**src/rtl/multicycle_control_unit_pkg.sv**
```systemverilog
`default_nettype none
// ============================================================================
// Module      : multicycle_control_unit_pkg
// Description : Instruction-set definitions for the multicycle CPU control path.
//               Holds the FSM states, opcode/func encodings, ALU operations,
//               immediate modes, and datapath select encodings. Also holds
//               small decode helpers that the control unit and ALU decoder
//               share.
// Revision    : 1.0 - initial release
// ============================================================================
package multicycle_control_unit_pkg;

  localparam int OPCODE_WIDTH = 6;
  localparam int FUNC_WIDTH   = 6;

  typedef enum logic [2:0] {
    IF  = 3'd0,
    ID  = 3'd1,
    EXE = 3'd2,
    MEM = 3'd3,
    WB  = 3'd4
  } state_t;

  typedef enum logic [OPCODE_WIDTH-1:0] {
    RTYPE = 6'h00,
    ADDI  = 6'h01,
    SUBI  = 6'h02,
    ANDI  = 6'h03,
    ORI   = 6'h04,
    XORI  = 6'h05,
    LUI   = 6'h06,
    LLI   = 6'h07,
    LW    = 6'h08,
    SW    = 6'h09,
    BEQ   = 6'h0A,
    BNE   = 6'h0B,
    JMP   = 6'h0C,
    JAL   = 6'h0D,
    JR    = 6'h0E
  } opcode_t;

  typedef enum logic [FUNC_WIDTH-1:0] {
    F_ADD = 6'h00,
    F_SUB = 6'h01,
    F_AND = 6'h02,
    F_OR  = 6'h03,
    F_XOR = 6'h04,
    F_SLL = 6'h05,
    F_SRL = 6'h06,
    F_SLA = 6'h07,
    F_SRA = 6'h08,
    F_JR  = 6'h09
  } func_t;

  typedef enum logic [3:0] {
    ALU_ADD   = 4'd0,
    ALU_SUB   = 4'd1,
    ALU_AND   = 4'd2,
    ALU_OR    = 4'd3,
    ALU_XOR   = 4'd4,
    ALU_SLL   = 4'd5,
    ALU_SRL   = 4'd6,
    ALU_SLA   = 4'd7,
    ALU_SRA   = 4'd8,
    ALU_PASSB = 4'd9
  } alu_op_t;

  typedef enum logic [1:0] {
    IMM_SEXT  = 2'd0,
    IMM_ZEXT  = 2'd1,
    IMM_UPPER = 2'd2,
    IMM_LOWER = 2'd3
  } imm_sel_t;

  typedef enum logic [1:0] {
    PC_ALU    = 2'd0,  // PC + 4 computed in IF
    PC_ALUOUT = 2'd1,  // branch target precomputed in ID
    PC_JUMP   = 2'd2,
    PC_RS     = 2'd3
  } pc_src_t;

  localparam logic       SRC_A_PC      = 1'b0;
  localparam logic       SRC_A_RS      = 1'b1;

  localparam logic [1:0] SRC_B_RT      = 2'd0;
  localparam logic [1:0] SRC_B_FOUR    = 2'd1;
  localparam logic [1:0] SRC_B_IMM     = 2'd2;
  localparam logic [1:0] SRC_B_IMM_SH2 = 2'd3;

  localparam logic [1:0] REG_DST_RT    = 2'd0;
  localparam logic [1:0] REG_DST_RD    = 2'd1;
  localparam logic [1:0] REG_DST_R31   = 2'd2;

  localparam logic [1:0] WB_ALUOUT     = 2'd0;
  localparam logic [1:0] WB_MDR        = 2'd1;
  localparam logic [1:0] WB_PC         = 2'd2;

  // True for every func code the R-type datapath understands (JR included).
  function automatic logic func_defined(input logic [FUNC_WIDTH-1:0] fn);
    case (fn)
      F_ADD, F_SUB, F_AND, F_OR, F_XOR,
      F_SLL, F_SRL, F_SLA, F_SRA, F_JR: return 1'b1;
      default:                          return 1'b0;
    endcase
  endfunction

  // An instruction is decodable when its opcode is known and, for R-type,
  // its func is known as well.
  function automatic logic insn_legal(input logic [OPCODE_WIDTH-1:0] op,
                                      input logic [FUNC_WIDTH-1:0]   fn);
    case (op)
      RTYPE:                        return func_defined(fn);
      ADDI, SUBI, ANDI, ORI, XORI,
      LUI, LLI, LW, SW, BEQ, BNE,
      JMP, JAL, JR:                 return 1'b1;
      default:                      return 1'b0;
    endcase
  endfunction

  function automatic alu_op_t func_alu_op(input logic [FUNC_WIDTH-1:0] fn);
    case (fn)
      F_SUB:   return ALU_SUB;
      F_AND:   return ALU_AND;
      F_OR:    return ALU_OR;
      F_XOR:   return ALU_XOR;
      F_SLL:   return ALU_SLL;
      F_SRL:   return ALU_SRL;
      F_SLA:   return ALU_SLA;
      F_SRA:   return ALU_SRA;
      default: return ALU_ADD;
    endcase
  endfunction

endpackage
`default_nettype wire

```
**src/rtl/multicycle_control_unit_alu_decoder.sv**
```systemverilog
`default_nettype none
// ============================================================================
// Module      : multicycle_control_unit_alu_decoder
// Description : Combinational map from (state, opcode, func) to the ALU
//               operation and immediate-extension mode. Only EXE selects
//               anything other than ADD / sign-extend; IF and ID use the ALU
//               as an adder for PC+4 and the branch target.
// Ports       : state   in  3  current FSM state
//               opcode  in  6  instruction opcode
//               func    in  6  R-type function code
//               alu_op  out 4  ALU operation
//               imm_sel out 2  immediate extension mode
// Revision    : 1.0 - initial release
// ============================================================================
module multicycle_control_unit_alu_decoder
  import multicycle_control_unit_pkg::*;
(
  input  logic [2:0]              state,
  input  logic [OPCODE_WIDTH-1:0] opcode,
  input  logic [FUNC_WIDTH-1:0]   func,
  output alu_op_t                 alu_op,
  output imm_sel_t                imm_sel
);

  always_comb begin
    alu_op  = ALU_ADD;
    imm_sel = IMM_SEXT;
    if (state == EXE) begin
      case (opcode)
        RTYPE:    alu_op = func_alu_op(func);
        SUBI:     alu_op = ALU_SUB;
        ANDI: begin
          alu_op  = ALU_AND;
          imm_sel = IMM_ZEXT;
        end
        ORI: begin
          alu_op  = ALU_OR;
          imm_sel = IMM_ZEXT;
        end
        XORI: begin
          alu_op  = ALU_XOR;
          imm_sel = IMM_ZEXT;
        end
        LUI: begin
          alu_op  = ALU_PASSB;
          imm_sel = IMM_UPPER;
        end
        LLI: begin
          alu_op  = ALU_PASSB;
          imm_sel = IMM_LOWER;
        end
        BEQ, BNE: alu_op = ALU_SUB;
        default:  ;  // ADDI/LW/SW and jumps: ADD with sign-extend
      endcase
    end
  end

endmodule
`default_nettype wire

```
**src/rtl/multicycle_control_unit.sv**
```systemverilog
`default_nettype none
// ============================================================================
// Module      : multicycle_control_unit
// Description : Control FSM for the multicycle CPU. Walks IF/ID/EXE/MEM/WB,
//               decodes the IR opcode/func and drives every datapath strobe
//               and mux select combinationally from the current state. Only
//               the state itself is registered.
// Config      : MEM_HANDSHAKE_EN - when defined, IF and MEM wait for
//               mem_ready; when undefined, every memory state lasts one cycle
//               and mem_ready is ignored.
// Ports       : clk, rst_n (sync, active low)
//               opcode, func, zero, mem_ready          - inputs
//               mem_read, mem_write, iord, ir_write,
//               pc_write, pc_src, alu_src_a, alu_src_b,
//               alu_op, imm_sel, reg_write, reg_dst,
//               wb_sel                                 - datapath controls
//               state                                  - current state
//               illegal                                - undecodable insn pulse
// Revision    : 1.0 - initial release
// ============================================================================
module multicycle_control_unit
  import multicycle_control_unit_pkg::*;
(
  input  logic                    clk,
  input  logic                    rst_n,
  input  logic [OPCODE_WIDTH-1:0] opcode,
  input  logic [FUNC_WIDTH-1:0]   func,
  input  logic                    zero,
  input  logic                    mem_ready,
  output logic                    mem_read,
  output logic                    mem_write,
  output logic                    iord,
  output logic                    ir_write,
  output logic                    pc_write,
  output logic [1:0]              pc_src,
  output logic                    alu_src_a,
  output logic [1:0]              alu_src_b,
  output logic [3:0]              alu_op,
  output logic [1:0]              imm_sel,
  output logic                    reg_write,
  output logic [1:0]              reg_dst,
  output logic [1:0]              wb_sel,
  output logic [2:0]              state,
  output logic                    illegal
);

  // Kept as raw bits so the unused encodings 5..7 can be recovered from.
  logic [2:0] cur_state;
  logic [2:0] nxt_state;
  logic       mem_done;
  alu_op_t    dec_alu_op;
  imm_sel_t   dec_imm_sel;

`ifdef MEM_HANDSHAKE_EN
  assign mem_done = mem_ready;
`else
  assign mem_done = 1'b1;
  logic unused_mem_ready;
  assign unused_mem_ready = mem_ready;
`endif

  multicycle_control_unit_alu_decoder u_alu_decoder (
    .state   (cur_state),
    .opcode  (opcode),
    .func    (func),
    .alu_op  (dec_alu_op),
    .imm_sel (dec_imm_sel)
  );

  always_ff @(posedge clk) begin
    if (!rst_n) cur_state <= IF;
    else        cur_state <= nxt_state;
  end

  assign state = cur_state;

  always_comb begin
    nxt_state = IF;
    mem_read  = 1'b0;
    mem_write = 1'b0;
    iord      = 1'b0;
    ir_write  = 1'b0;
    pc_write  = 1'b0;
    pc_src    = PC_ALU;
    alu_src_a = SRC_A_PC;
    alu_src_b = SRC_B_RT;
    alu_op    = dec_alu_op;
    imm_sel   = dec_imm_sel;
    reg_write = 1'b0;
    reg_dst   = REG_DST_RT;
    wb_sel    = WB_ALUOUT;
    illegal   = 1'b0;

    case (cur_state)
      IF: begin
        mem_read  = 1'b1;
        alu_src_b = SRC_B_FOUR;
        if (mem_done) begin
          ir_write  = 1'b1;
          pc_write  = 1'b1;
          nxt_state = ID;
        end else begin
          nxt_state = IF;
        end
      end

      ID: begin
        // ALUOut <= PC + (imm << 2): branch target ready for EXE.
        alu_src_b = SRC_B_IMM_SH2;
        if (insn_legal(opcode, func)) begin
          nxt_state = EXE;
        end else begin
          illegal   = 1'b1;
          nxt_state = IF;
        end
      end

      EXE: begin
        case (opcode)
          RTYPE: begin
            if (func == F_JR) begin
              pc_src    = PC_RS;
              pc_write  = 1'b1;
              nxt_state = IF;
            end else begin
              alu_src_a = SRC_A_RS;
              alu_src_b = SRC_B_RT;
              nxt_state = WB;
            end
          end
          JR: begin
            pc_src    = PC_RS;
            pc_write  = 1'b1;
            nxt_state = IF;
          end
          ADDI, SUBI, ANDI, ORI, XORI, LUI, LLI: begin
            alu_src_a = SRC_A_RS;
            alu_src_b = SRC_B_IMM;
            nxt_state = WB;
          end
          LW, SW: begin
            alu_src_a = SRC_A_RS;
            alu_src_b = SRC_B_IMM;
            nxt_state = MEM;
          end
          BEQ, BNE: begin
            // ALU compares rs-rt; the PC load is qualified here so the
            // datapath needs no branch logic of its own.
            alu_src_a = SRC_A_RS;
            alu_src_b = SRC_B_RT;
            pc_src    = PC_ALUOUT;
            pc_write  = (opcode == BNE) ? ~zero : zero;
            nxt_state = IF;
          end
          JMP: begin
            pc_src    = PC_JUMP;
            pc_write  = 1'b1;
            nxt_state = IF;
          end
          JAL: begin
            pc_src    = PC_JUMP;
            pc_write  = 1'b1;
            nxt_state = WB;
          end
          default: nxt_state = IF;
        endcase
      end

      MEM: begin
        iord = 1'b1;
        if (opcode == LW) begin
          mem_read  = 1'b1;
          nxt_state = mem_done ? WB : MEM;
        end else if (opcode == SW) begin
          mem_write = 1'b1;
          nxt_state = mem_done ? IF : MEM;
        end else begin
          nxt_state = IF;
        end
      end

      WB: begin
        reg_write = 1'b1;
        case (opcode)
          RTYPE:   reg_dst = REG_DST_RD;
          LW:      wb_sel  = WB_MDR;
          JAL: begin
            reg_dst = REG_DST_R31;
            wb_sel  = WB_PC;
          end
          default: ;
        endcase
        nxt_state = IF;
      end

      default: begin
        // Unused encodings: all strobes stay low, return to fetch.
        alu_op    = ALU_ADD;
        imm_sel   = IMM_SEXT;
        nxt_state = IF;
      end
    endcase

    // Reset abandons any access in flight: nothing may strobe while low.
    if (!rst_n) begin
      mem_read  = 1'b0;
      mem_write = 1'b0;
      iord      = 1'b0;
      ir_write  = 1'b0;
      pc_write  = 1'b0;
      pc_src    = PC_ALU;
      alu_src_a = SRC_A_PC;
      alu_src_b = SRC_B_RT;
      alu_op    = ALU_ADD;
      imm_sel   = IMM_SEXT;
      reg_write = 1'b0;
      reg_dst   = REG_DST_RT;
      wb_sel    = WB_ALUOUT;
      illegal   = 1'b0;
    end
  end

endmodule
`default_nettype wire

```
**config.mk**
```make
export PLATFORM = sky130hd
export DESIGN_NAME = multicycle_control_unit
export DESIGN_NICKNAME = d
export VERILOG_FILES = /design/src/rtl/multicycle_control_unit_pkg.sv /design/src/rtl/multicycle_control_unit_alu_decoder.sv /design/src/rtl/multicycle_control_unit.sv
export SDC_FILE = /design/constraint.sdc
export NUM_CORES = 1
export LEC_CHECK = 0
export ABC_CLOCK_PERIOD_IN_PS = 1800
export BUFFER_PORTS_ARGS = -buffer_cell sky130_fd_sc_hd__buf_4
export CORE_UTILIZATION = 44
export CTS_BUF_LIST = sky130_fd_sc_hd__clkbuf_8
export DETAILED_ROUTE_END_ITERATION = 10
export GPL_TIMING_DRIVEN = 0
export PLACE_DENSITY_LB_ADDON = 0.12
export RECOVER_POWER = 50
export SYNTH_ARGS = -nofsm -noshare
export SYNTH_HDL_FRONTEND = slang
export SYNTH_SLANG_ARGS = --single-unit
```
**constraint.sdc**
```tcl
create_clock -name clk -period 1.8 [get_ports clk]
set_clock_uncertainty 0.05 [all_clocks]
set_input_delay 0.27 -clock clk [delete_from_list [all_inputs] [get_ports clk]]
set_output_delay 0.27 -clock clk [all_outputs]
set_load 0.1 [all_outputs]
```
==> results of run 1 <==
[kinds of logic after synthesis]
group	synth area share, %
compound gates	23.2
xor+xnor	1.28
buf+inv	8.76
flops	8.76
mux	1.46
simple gates	56.6
[metrics by stage]
| stage | setup slack, ns | instances | TNS, ns |
|---|---|---|---|
| 2_1_floorplan | -0.664 | 99 | -6.54 |
| 3_5_place_dp | -0.391 | 151 | -2.32 |
| 3_3_place_gp | -0.338 | 151 | -1.66 |
[cells in the mapped netlist, drive strengths merged (2+ instances only)]
cell / n / area (um2)
nand2: 11 / 48.8
nor2: 9 / 33.8
nand4: 7 / 43.8
buf: 5 / 30.0
inv: 5 / 18.8
nor2b: 5 / 31.3
nor3: 5 / 25.0
a21oi: 4 / 20.0
a211oi: 3 / 22.5
a31oi: 3 / 18.8
and3b: 3 / 26.3
clkbuf: 3 / 11.3
dfxtp: 3 / 60.1
nand3: 3 / 15.0
nor4b: 3 / 41.3
and4bb: 2 / 25.0
nand2b: 2 / 12.5
nor4: 2 / 27.5
o21ai: 2 / 10.0
==> flow_summary.ini, run 1 <==
[synth]
yosysWarnings = 0
synth_nets = 115
syn_area_per_cell_um2 = 6.93
ys_ff_latch = 3
synth_area_um2 = 686
syn_inst = 99
async_flop_share_pct = 0
synth_edf_count = 0
ys_types = 46
ys_seq_area_share_pct = 8.76
ys.flop_type = dfxtp_1

[clock_tree]
cts_resized = 54
hold_buffers = 0
htree_levels = 1
post_cts_buffers = 12
clock_sinks = 3
cts_max_path_buffers = 2
cts_buffers = 3
root_buffer = clkbuf_8

[run_status]
lastStage = clock tree synthesis (4_1_cts)
first-error = [ERROR DPL-0038] Utilization greater than 100%, impossible to legalize
status = aborted with a tool error

[floorplan]
initial_utilization_pct = 50.2
row_count = 13
die_w_um = 41.5
ios = 41
die_h_um = 41.5

[placement]
gp_congestion = 0.808
dp_hpwl_mm = 2.19
dpl-instance-area_mm2 = 0.00124
port-buffer-count = 37
==> run 2: changes to the inputs <==
- CORE_AREA: not set -> 2 2 63 65
- CORE_UTILIZATION: 44 -> not set
- CTS_BUF_LIST: sky130_fd_sc_hd__clkbuf_8 -> not set
- DIE_AREA: not set -> 0 0 65 67
- PLACE_DENSITY_LB_ADDON: 0.12 -> 0.15
==> run 2 against run 1 <==
Area after synthesis did not move; synthesized cell count is the same; the flow now finishes, with violations (setup timing).
==> flow_summary.ini, run 2 <==
[worst_setup_path]
cp.required_ns = 1.48
end_kind = output port
worst_setup_path_start_kind = input pin
criticalPathCategory = in -> out
crit_fanout = 10
worstPathArrival_ns = 1.57

[synth]
synth_area_um2 = 686
ys_top_cells_by_area = dfxtp_1 8.8%, nand4_1 6.4%, nand2_1 5.5%, nor2_1 4.9%, nor2b_1 4.6%
ys_seq_area_share_pct = 8.76
ys_ff_latch = 3
synth_nets = 115
synth_common_cells = 10 x nand2_1, 9 x nor2_1, 7 x nand4_1
yosysWarnings = 0
syn_inst = 99
syn_area_per_cell_um2 = 6.93
synth.top_cell.area_share_pct = 8.76
yosysMostFrequentCell = nand2_1
synth_edf_count = 0
async_flop_share_pct = 0
ys.flop_type = dfxtp_1
synth_area_leader_cell = dfxtp_1
ys_types = 46

[run_status]
status = finished, violations left
violations = setup timing

[clock_tree]
cts_max_path_buffers = 2
hold_buffers = 0
clock_sinks = 3
htree_levels = 1
clk_latency_ns = 0.21
clk_pin_slew_ns = 0.03
cts_tree = done
root_buffer = clkbuf_8
cts_buffers = 3

[sta]
max_slew.worst_pin.slew_ns = 0.538
post-route-period-util_pct = 105
fin_ws_ns = -0.0872
rsz0062_at_grt = true
fmax_ghz = 0.530
hold_violations = 0
max_slew_margin_pct = 64.3
min_period_ns = 1.89
setup_viol = 7
drv_slew = 0

[route]
drt_iter0_drc = 36
route.vias.total = 974
routed_wl_mm = 2.91
avgViaCountPerCell = 4.97
ant_nets = 0
wl_per_cell_um = 14.8
drt_drc_violations_left = 0
drt_first_pass_iters = 4

[floorplan]
die_area_mm2 = 0.00436
ios = 41
die_w_um = 65
die_h_um = 67
row_count = 22
fp.coreArea_mm2 = 0.00361
initial_utilization_pct = 19.0

[finish]
final_cells = 196
nets = 165
largest_register_ffs = 3
syn2layout_area_growth_pct = 137
drive_above_1_share_pct = 64.9
num_antenna_cells = 0
final_cell_mix = 22 x buf_4, 12 x buf_6, 12 x buf_12
stdcell_area_mm2 = 0.00162
final_common_cell = buf_4

[global_route]
grt_overflow_total = 0
grt_pass1_wl_mm = 4.72
gr-usage-all-layers_pct = 13.9
antenna_found_initial = 0
grt_max_degree = 12
grt_pass1_vias = 1011

[placement]
gp_congestion = 0.725
dpl-instance-area_mm2 = 0.00128
dp.cells = 184
port-buffer-count = 37
dp_hpwl_mm = 2.14

[power]
max-vdd-ir-drop_mv = 0.150
leakage_nw = 0.593
power_density_mw_per_mm2 = 356
report.power.total_mw = 0.578

[job]
maxCapViolCount = 0

[min_path]
min_path_type = in -> reg
==> run 2: cell counts after synthesis <==
No cell type changed its count.
==> run 2: path summary, 6_finish.rpt <==
check                                from  endpoint  slack [ns]  cells past startpoint
worst max-delay path            opcode[0]  pc_write       -0.09                      5
worst min register to register   state[0]  state[0]        0.50                      2
worst max register to register   state[2]  state[1]        0.56                      2
worst min-delay path            opcode[1]  state[2]        0.39                      4
==> run 2: cell type report <==
type	count	area, um2
clock buffer	4	45.0
buffer	6	67.6
timing repair buffer	47	527
fill	360	1980
tap	48	60.1
sequential	3	71.3
multi-input combinational	83	835
inverter	5	18.8
==> run 2: cells by family (layout without fill, tap and decap cells) <==
logic type	count (synthesis)	in the layout	synth area share (%)
simple gates	59	59	56.6
compound gates	22	22	23.2
buf+inv	13	62	8.76
flops	3	3	8.76
xor+xnor	1	1	1.28
mux	1	1	1.46
==> run 2: repair_timing <==
| action | CTS | global route |
|---|---|---|
| setup buffers | 10 | 0 |
| setup endpoints to repair | 17 | 17 |
| resized for setup | 45 | 18 |
| hold endpoints to repair | 0 | 0 |
| pin swaps | 9 | 7 |
==> run 2: critical path, cell delays in order <==
cell and delay, ns:
buf_12 0.11, buf_6 0.14, a2111o_1 0.50, a311oi_4 0.33, buf_12 0.22
==> run 2: stage by stage <==
step | utilization (%) | hold WS [ns] | worst slack (ns) | TNS, ns
finish | 45.0 | 0.393 | -0.0872 | -0.224
global route | 45.0 | 0.410 | -0.127 | -0.654
CTS | 43.3 | 0.387 | -0.0880 | -0.245
detailed placement | 35.6 | 0.539 | -0.371 | -2.21
global placement | 35.6 | 0.536 | -0.383 | -2.19
floorplan | - | 0.422 | -0.664 | -6.54
==> run 2: layer usage <==
| layer | GRT usage (%) | wire length (um) | up-vias |
|---|---|---|---|
| met5 | 0 | 0 | - |
| met4 | 4.52 | 37 | 0 |
| met3 | 2.53 | 146 | 4 |
| met2 | 24.7 | 1480 | 33 |
| met1 | 16.8 | 1240 | 465 |
| li1 | - | - | 472 |
==> run 2: power breakdown <==
| group | total [mW] | switching, mW | internal [mW] | leakage, nW |
|---|---|---|---|---|
| sequential | 0.0708 | 0.00399 | 0.0668 | 0.0266 |
| combinational | 0.313 | 0.204 | 0.109 | 0.544 |
| clock | 0.195 | 0.0436 | 0.151 | 0.0228 |
Power figures use the tool's default switching activity.
==> run 3: changes to the inputs <==
- SYNTH_HIERARCHICAL: not set -> 1
==> run 3 against run 2 <==
The flow still finishes with violations (setup timing); via count increased by 12%; register-to-register slack worse by 0.08 ns; clock power barely moved; total power grew 9.6%; combinational power increased by 16%; largest power group unchanged; highest routed layer is now met3.
==> flow_summary.ini, run 3 <==
[clock_tree]
clk_latency_ns = 0.22
cts_buffers = 3
hold_buffers = 0
cts_tree = done
clk_pin_slew_ns = 0.03
clock_sinks = 3
root_buffer = clkbuf_8
htree_levels = 1
cts_max_path_buffers = 2

[synth]
syn_inst = 108
synth_common_cells = 10 x nand2_1, 10 x nor2_1, 8 x nand3_1
ys_seq_area_share_pct = 7.93
syn_area_per_cell_um2 = 7.01
ys.flop_type = dfxtp_1
synth_area_um2 = 757
ys_top_cells_by_area = dfxtp_1 7.9%, nand3_1 5.3%, and3_1 5.0%, nand2_1 5.0%, nor2_1 5.0%
synth.top_cell.area_share_pct = 7.93
synth_nets = 124
yosysWarnings = 6
synth_edf_count = 0
ys_types = 43
async_flop_share_pct = 0
synth_area_leader_cell = dfxtp_1
ys_ff_latch = 3

[route]
wl_per_cell_um = 14.1
met1_length_mm = 1.36
routed_wl_mm = 3.10
dr_wl_met2_mm = 1.62
route.met3.wl_um = 115
drt_iter0_drc = 40
route.vias.total = 1093
route.top_layer_used = met3
drt_first_pass_iters = 4
ant_nets = 0
avgViaCountPerCell = 4.97
drt_drc_violations_left = 0

[power]
leakage_nw = 0.737
max-vdd-ir-drop_mv = 0.146
power_density_mw_per_mm2 = 327

[worst_setup_path]
r2r-start = state[0]
cp_cell_sequence = buf_8 -> nor4_4 -> nand4_1 -> a2111oi_4 -> and3_4 -> buf_12
crit_fanout = 4
cp.required_ns = 1.48
worstPathArrival_ns = 1.66
path_delay_family = simple AND/OR/NAND/NOR gates
worst_setup_path_start_kind = input pin
r2r_cells = 4
criticalPathCategory = in -> out
end_kind = output port
cp_slowest_cell = a2111oi_4
reg2reg_to = state[0]
ff2ff_setup_slack_ns = 0.48
cp_slowest_stage_delay_ns = 0.34
crit_buf_inv = 2

[placement]
gp_congestion = 0.746
pre_cts_ws_ns = -0.388
dp_hpwl_mm = 2.18
port-buffer-count = 39

[sta]
hold_violations = 0
fmax_ghz = 0.505
max_slew.worst_pin.slew_ns = 0.540
fin_ws_ns = -0.180
post-route-period-util_pct = 110
setup_viol = 12
whs_ns = 0.411
rsz0062_at_grt = true
drv_slew = 0
max_slew_margin_pct = 64.1
min_period_ns = 1.98

[min_path]
worstHoldStart = func[3]
min_path_type = in -> reg
hold_end = state[2]
whs_path_depth = 3

[job]
maxCapViolCount = 0

[global_route]
gr-usage-all-layers_pct = 13.7
grt_pass1_wl_mm = 4.75
antenna_found_initial = 0
grt_overflow_total = 0
grt_max_degree = 11
grt_pass1_vias = 1021

[floorplan]
row_count = 22
ios = 41
die_area_mm2 = 0.00436
die_w_um = 65
initial_utilization_pct = 21.0
die_h_um = 67
fp.coreArea_mm2 = 0.00361

[finish]
largest_register_ffs = 3
num_antenna_cells = 0
final_common_cell = buf_4
nets = 189
drive_above_1_share_pct = 70.9
final_cell_mix = 26 x buf_4, 15 x buf_12, 14 x buf_6
final_core_util_pct = 53.6
syn2layout_area_growth_pct = 156

[run_status]
status = finished, violations left
violations = setup timing
[run 3: metrics by stage]
stage          area [um2]  TNS [ns]  total power, mW  instances
2_1_floorplan         987     -5.79            0.272        108
3_3_place_gp         1340     -4.33            0.352        195
3_5_place_dp         1340     -4.71            0.355        195
4_1_cts              1750    -0.826            0.611        212
5_1_grt              1930     -1.57            0.659        220
6_report             1930    -0.946            0.633        220
[run 3: worst max-delay path by stage]
stage	from	to	depth (start not counted)
final	func[4]	alu_op[0]	6
after global routing	func[4]	alu_op[0]	6
after floorplan	state[2]	pc_write	3
after CTS	state[1]	alu_op[1]	5
after detailed placement	opcode[1]	alu_op[0]	7
after global placement	opcode[1]	alu_op[0]	7
[run 3: logic make-up (layout without fill, tap and decap cells)]
kind of cell | count (synthesis) | count (layout) | synth area share [%]
mux | 1 | 1 | 1.32
xor+xnor | 1 | 1 | 1.16
buf+inv | 10 | 74 | 9.09
compound gates | 25 | 25 | 22.5
simple gates | 68 | 68 | 58.0
flops | 3 | 3 | 7.93
[run 3: area by class of cell]
class	count	area, um2
fillers	325	1670
flip-flops and latches	3	71.3
multi-input cells	95	968
plain buffers	6	73.8
clock buffers	4	45.0
inverters	4	18.8
well taps	48	60.1
repair buffers	60	697
[run 3: repair_timing]
item | CTS | global route
pin swaps | 9 | 12
setup endpoints to repair | 19 | 20
resized for setup | 65 | 31
buffers inserted | 13 | 8
[run 3: report_power, final]
| group | switching, mW | internal (mW) | leakage, nW |
|---|---|---|---|
| sequential | 0.00688 | 0.0669 | 0.0266 |
| clock | 0.0454 | 0.151 | 0.0228 |
| combinational | 0.215 | 0.148 | 0.688 |
[run 3: routing by layer]
layer	vias up	global-route usage, %
li1	540	-
met1	528	18.3
met2	25	23.6
met3	0	1.52
met4	0	3.19
met5	-	0
[run 3: worst register-to-register path, stage by stage, from the launching register on]
cell and delay [ns]:
dfxtp_4 0.37, buf_6 0.13, nor4b_4 0.41, buf_4 0.20
nand2b_1 0.09
